==> config.mk <==
export PLATFORM = sky130hd
export DESIGN_NAME = clint_timer
export DESIGN_NICKNAME = d
export VERILOG_FILES = /design/src/rtl/clint_timer.sv
export SDC_FILE = /design/constraint.sdc
export NUM_CORES = 1
export LEC_CHECK = 0
export BUFFER_PORTS_ARGS = -buffer_cell sky130_fd_sc_hd__buf_2
export CORE_MARGIN = 2
export CORE_UTILIZATION = 56
export CTS_BUF_LIST = sky130_fd_sc_hd__clkbuf_8
export DETAILED_ROUTE_END_ITERATION = 7
export PLACE_DENSITY = 0.74
export SYNTH_ARGS = -nofsm -noshare
export SYNTH_HDL_FRONTEND = slang
export SYNTH_SLANG_ARGS = --single-unit
==> constraint.sdc <==
create_clock -name clk -period 8.4 [get_ports clk]
set_input_delay 1.68 -clock clk [delete_from_list [all_inputs] [get_ports clk]]
set_output_delay 1.68 -clock clk [all_outputs]
set_load 0.02 [all_outputs]
==> src/rtl/clint_timer.sv <==
// Machine timer / software-interrupt unit: 64-bit mtime/mtimecmp, msip and an
// mtime high-word snapshot on a single-cycle request/ready register bus.
module clint_timer #(
  parameter int unsigned CLK_DIV = 1
) (
  input  logic        clk,
  input  logic        reset,
  input  logic        bus_req,
  input  logic        bus_we,
  input  logic [4:0]  bus_addr,
  input  logic [31:0] bus_wdata,
  output logic [31:0] bus_rdata,
  output logic        bus_ready,
  output logic        bus_err,
  output logic        timer_irq,
  output logic        soft_irq,
  output logic [63:0] mtime_o
);

  localparam int unsigned PRESC_W = 16;
  localparam logic [PRESC_W-1:0] DIV_LAST = PRESC_W'(CLK_DIV - 1);

  localparam logic [4:0] A_MTIME_LO = 5'h00;
  localparam logic [4:0] A_MTIME_HI = 5'h04;
  localparam logic [4:0] A_CMP_LO   = 5'h08;
  localparam logic [4:0] A_CMP_HI   = 5'h0C;
  localparam logic [4:0] A_MSIP     = 5'h10;
  localparam logic [4:0] A_SNAP_HI  = 5'h14;
  localparam logic [4:0] A_END      = 5'h18;

  logic [PRESC_W-1:0] presc_q, presc_d;
  logic [63:0]        mtime_q, mtime_d;
  logic [63:0]        mtimecmp_q, mtimecmp_d;
  logic               msip_q, msip_d;
  logic [31:0]        snap_hi_q, snap_hi_d;
  logic [31:0]        rdata_q, rdata_d;
  logic               ready_q, ready_d;
  logic               err_q, err_d;
  logic               timer_irq_q, timer_irq_d;

  logic        tick_c;
  logic        addr_bad_c;
  logic        err_c;
  logic        rd_ok_c;
  logic        wr_ok_c;
  logic [31:0] rd_sel_c;

  // Address decode: out-of-range, misaligned, or a write to the read-only snapshot.
  always_comb begin
    tick_c     = (presc_q == DIV_LAST);
    addr_bad_c = (bus_addr >= A_END) || (bus_addr[1:0] != 2'b00);
    err_c      = bus_req && (addr_bad_c || (bus_we && (bus_addr == A_SNAP_HI)));
    rd_ok_c    = bus_req && !bus_we && !addr_bad_c;
    wr_ok_c    = bus_req && bus_we && !err_c;
  end

  always_comb begin
    rd_sel_c = 32'h0;
    case (bus_addr)
      A_MTIME_LO: rd_sel_c = mtime_q[31:0];
      A_MTIME_HI: rd_sel_c = mtime_q[63:32];
      A_CMP_LO:   rd_sel_c = mtimecmp_q[31:0];
      A_CMP_HI:   rd_sel_c = mtimecmp_q[63:32];
      A_MSIP:     rd_sel_c = {31'h0, msip_q};
      A_SNAP_HI:  rd_sel_c = snap_hi_q;
      default:    rd_sel_c = 32'h0;
    endcase
  end

  // Next-state: an mtime write suppresses that cycle's increment for both halves.
  always_comb begin
    presc_d     = tick_c ? '0 : presc_q + PRESC_W'(1);
    mtime_d     = mtime_q;
    mtimecmp_d  = mtimecmp_q;
    msip_d      = msip_q;
    snap_hi_d   = snap_hi_q;
    rdata_d     = 32'h0;
    ready_d     = bus_req;
    err_d       = err_c;
    timer_irq_d = (mtime_q >= mtimecmp_q);

    if (wr_ok_c && (bus_addr == A_MTIME_LO)) begin
      mtime_d[31:0] = bus_wdata;
    end else if (wr_ok_c && (bus_addr == A_MTIME_HI)) begin
      mtime_d[63:32] = bus_wdata;
    end else if (tick_c) begin
      mtime_d = mtime_q + 64'd1;
    end

    if (wr_ok_c && (bus_addr == A_CMP_LO)) mtimecmp_d[31:0]  = bus_wdata;
    if (wr_ok_c && (bus_addr == A_CMP_HI)) mtimecmp_d[63:32] = bus_wdata;
    if (wr_ok_c && (bus_addr == A_MSIP))   msip_d            = bus_wdata[0];

    if (rd_ok_c) begin
      rdata_d = rd_sel_c;
      if (bus_addr == A_MTIME_LO) snap_hi_d = mtime_q[63:32];
    end
  end

  always_ff @(posedge clk or posedge reset) begin
    if (reset) begin
      presc_q     <= '0;
      mtime_q     <= 64'h0;
      mtimecmp_q  <= 64'hFFFF_FFFF_FFFF_FFFF;
      msip_q      <= 1'b0;
      snap_hi_q   <= 32'h0;
      rdata_q     <= 32'h0;
      ready_q     <= 1'b0;
      err_q       <= 1'b0;
      timer_irq_q <= 1'b0;
    end else begin
      presc_q     <= presc_d;
      mtime_q     <= mtime_d;
      mtimecmp_q  <= mtimecmp_d;
      msip_q      <= msip_d;
      snap_hi_q   <= snap_hi_d;
      rdata_q     <= rdata_d;
      ready_q     <= ready_d;
      err_q       <= err_d;
      timer_irq_q <= timer_irq_d;
    end
  end

  assign bus_rdata = rdata_q;
  assign bus_ready = ready_q;
  assign bus_err   = err_q;
  assign timer_irq = timer_irq_q;
  assign soft_irq  = msip_q;
  assign mtime_o   = mtime_q;

endmodule

==> results by group <==
Synthesis
  • Synth Register Bits: approximately 210
  • Post-synth EDFFs: 0
  • Post-synthesis sequential area ratio: 44.1%
  • Yosys Warn Count: 0
  • Post-Syn Area: 0.0122 mm^2
  • Ys async rst share: 100%
  • Mean Syn Cell Area: 9.65 um^2
  • Mapped Cells: 1266
  • Syn nets: around 1400
  • Cell variety after synth: 69
  • Main synth FF type: dfrtp_1

Clock network
  • Clock Tree Buf Depth: 3
  • Clock-pin slew on the worst setup and hold paths: 0.06 ns
  • H-tree lvl count: 2
  • Clock Latency Late Sink: between 0.5 and 0.6 ns
  • Root buffer cell: clkbuf_8
  • CTS Buf Count: 39
  • Post-CTS Hold Buffers: 0
  • Clock sink count: ~210
  • Setup bufs post-CTS: 0
  • PostCTS Resize Cnt: 0
  • CTS tree: yes

Global routing
  • All-Layer GR Usage: 29.5%
  • Largest net degree at the start of global routing: 139
  • Antenna violations before repair: 1
  • Vias in the first global route: 9969
  • First-pass GRT wire length: roughly 53000 um
  • Global route overflow: 0

STA
  • Final hold slack: 0.484 ns
  • Min Tclk post-route: 4.35 ns
  • Skew final: 0.0162 ns
  • Slew margin rel.: between 10 and 15%
  • Final Hold Fails: 0
  • Least-Margin Pin Slew: roughly 1.3 ns
  • Setup violations, final: 0
  • Final worst slack: 4.05 ns
  • Slew Limit Fails: 0
  • Fin crit share: 51.8%
  • RSZ-0062 raised after global routing: no
  • Setup TNS: 0 ns
  • Fmax achieved: 0.230 GHz

Power
  • Pwr Density: around 220 mW/mm^2
  • Lkg Pwr: 6.49 nW
  • Design Power: between 3 and 4 mW
  • VDD IR max: 0.172 mV

Critical path
  • Critical Path RT: 8.76 ns
  • WP data arrival: between 4 and 5 ns
  • CP max-delay cell: nand4_1
  • Crit-path max cell delay: 0.87 ns
  • Reg2reg setup slack: 4.92 ns
  • Critical path type: in2reg
  • CP max FO: 47
  • CP Buf/Inv Count: 3
  • Worst setup EP type: register
  • Critical Path Most Common Cell: buf_4
  • Family with the most delay on the worst path: simple AND/OR/NAND/NOR gates
  • Worst-path cell chain: buf_2 > or4_1 > buf_4 > or2_1 > buf_4 > nand4_1 > nor4_1 > xnor2_1 > o21ai_0
  • CP startpoint kind: input port

Floorplan
  • Io pins: between 100 and 150
  • CORE AREA: about 0.022 mm^2
  • Row cnt: 54
  • Die W: 152 um
  • Die ar.: about 0.023 mm^2
  • Die height: 152 um
  • Starting Density: 56.5%

Finish
  • Design area: 0.0139 mm^2
  • Post-route insts no fill: 1703
  • Fillers: around 1800
  • Nets@finish: 1501
  • Finished Core Util: ~64%
  • # diodes: 0
  • Reg area: 0.00539 mm^2
  • Multi-input gate area: around 0.0063 mm^2
  • Area growth, synth to finish: 13.6%
  • Commonest non-fill, non-tap cell in the layout: dfrtp_1
  • Most frequent cells in the layout: 148 x dfrtp_1, 139 x buf_2, 125 x nand2_1
  • Proportion of layout cells with a drive suffix above 1: 24.7%

Detailed routing
  • Total Wirelength: roughly 34000 um
  • Routed vias: 10400
  • Via/cell ratio: ~6.1
  • Starting DRC count in detailed routing: 643
  • Per-cell routed wire length: 19.8 um
  • Drt first pass iters: 5
  • Antenna-violating nets left: 0
  • Residual DRC: 0

Worst hold path
  • Worst hold-check path type: reg2reg

Placed design
  • GP Congestion: around 0.91
  • Placed Instances: between 1500 and 2000
  • Port bufs: 140
  • Placed Area: 0.0131 mm^2
  • Post-DP HPWL: 23200 um
  • Post-place setup slack: around 3.6 ns

Run
  • Max-cap check violation count: 0

Outcome
  • Status: finished clean
-- metal layers --
metal	part of all wire (%)	routed length, um	up-vias	GRT usage, %
li1	-	-	4825	-
met1	44	14700	5170	40.5
met2	47	16000	378	48.1
met3	6.3	2130	70	4.67
met4	2.5	855	0	9.26
met5	0	0	-	0
-- cells by family after synthesis --
logic type      Yosys count  synth area share [%]
flops                   212                  44.1
buf+inv                 145                  4.64
fa+ha+maj                67                  6.86
mux                     132                  11.5
compound gates          249                  12.3
simple gates            416                  17.4
xor+xnor                 45                  3.22
-- flip-flops by register name (all words and copies together) (netlist names) --
register,count
bus_rdata,32
bus_ready,1
mtimecmp_q,64
presc_q,16
timer_irq,1
mtime_o,64
bus_err,1
soft_irq,1
snap_hi_q,32
-- cell type report --
| type | instances | area share, % |
|---|---|---|
| Multi-Input combinational cell | 909 | 45.3 |
| Sequential cell | 212 | 38.8 |
| Timing Repair Buffer | 152 | 5.71 |
| Clock buffer | 49 | 4.86 |
| Tap cell | 280 | 2.52 |
| Inverter | 79 | 2.19 |
| Clock inverter | 22 | 0.613 |
-- cells in the mapped netlist (all sizes together), types with 2 or more instances --
cell	instances	area (um^2)
and3	17	106
nor3	33	181
or2	2	15.0
mux2i	68	681
nor4	21	144
a21oi	67	335
a211o	3	26.3
ha	67	838
a21boi	3	26.3
o21ai	77	389
buf	26	119
o22a	3	27.5
nand3	46	240
nor2b	5	31.3
a221oi	4	35.0
or3	5	36.3
nand2	125	469
or4	5	41.3
a211oi	5	37.5
a22oi	11	82.6
inv	79	297
xor2	10	87.6
dfstp	64	1680
a221o	3	30.0
clkbuf	40	151
and2	15	93.8
o22ai	38	238
nor2	76	288
o211ai	10	75.1
mux2	64	721
xnor2	35	307
a21o	5	37.5
o21a	2	15.0
o31a	3	26.3
nand4	42	275
and4	18	158
dfrtp	148	3700
a31oi	4	25.0
a311oi	3	26.3
-- report_power, final --
part	switching, mW	total, mW	internal [mW]
Combinational	0.424	0.719	0.295
Sequential	0.205	1.39	1.18
Clock	0.425	0.947	0.522
Total	1.05	3.05	2.00
-- path summary, 6_finish.rpt --
| path | startpoint | endpoint | depth (start not counted) |
|---|---|---|---|
| max | bus_addr[3] | mtime_o[14]$_DFFE_PP0P_ | 9 |
| min | presc_q[15]$_DFF_PP0_ | presc_q[15]$_DFF_PP0_ | 1 |
| max reg2reg | presc_q[0]$_DFF_PP0_ | mtime_o[14]$_DFFE_PP0P_ | 8 |
| min reg2reg | presc_q[15]$_DFF_PP0_ | presc_q[15]$_DFF_PP0_ | 1 |
| max in group asynchronous | reset | snap_hi_q[14]$_DFFE_PP0P_ | 3 |
| min in group asynchronous | reset | bus_rdata[0]$_DFF_PP0_ | 2 |
(Power assumes the default switching activity.)
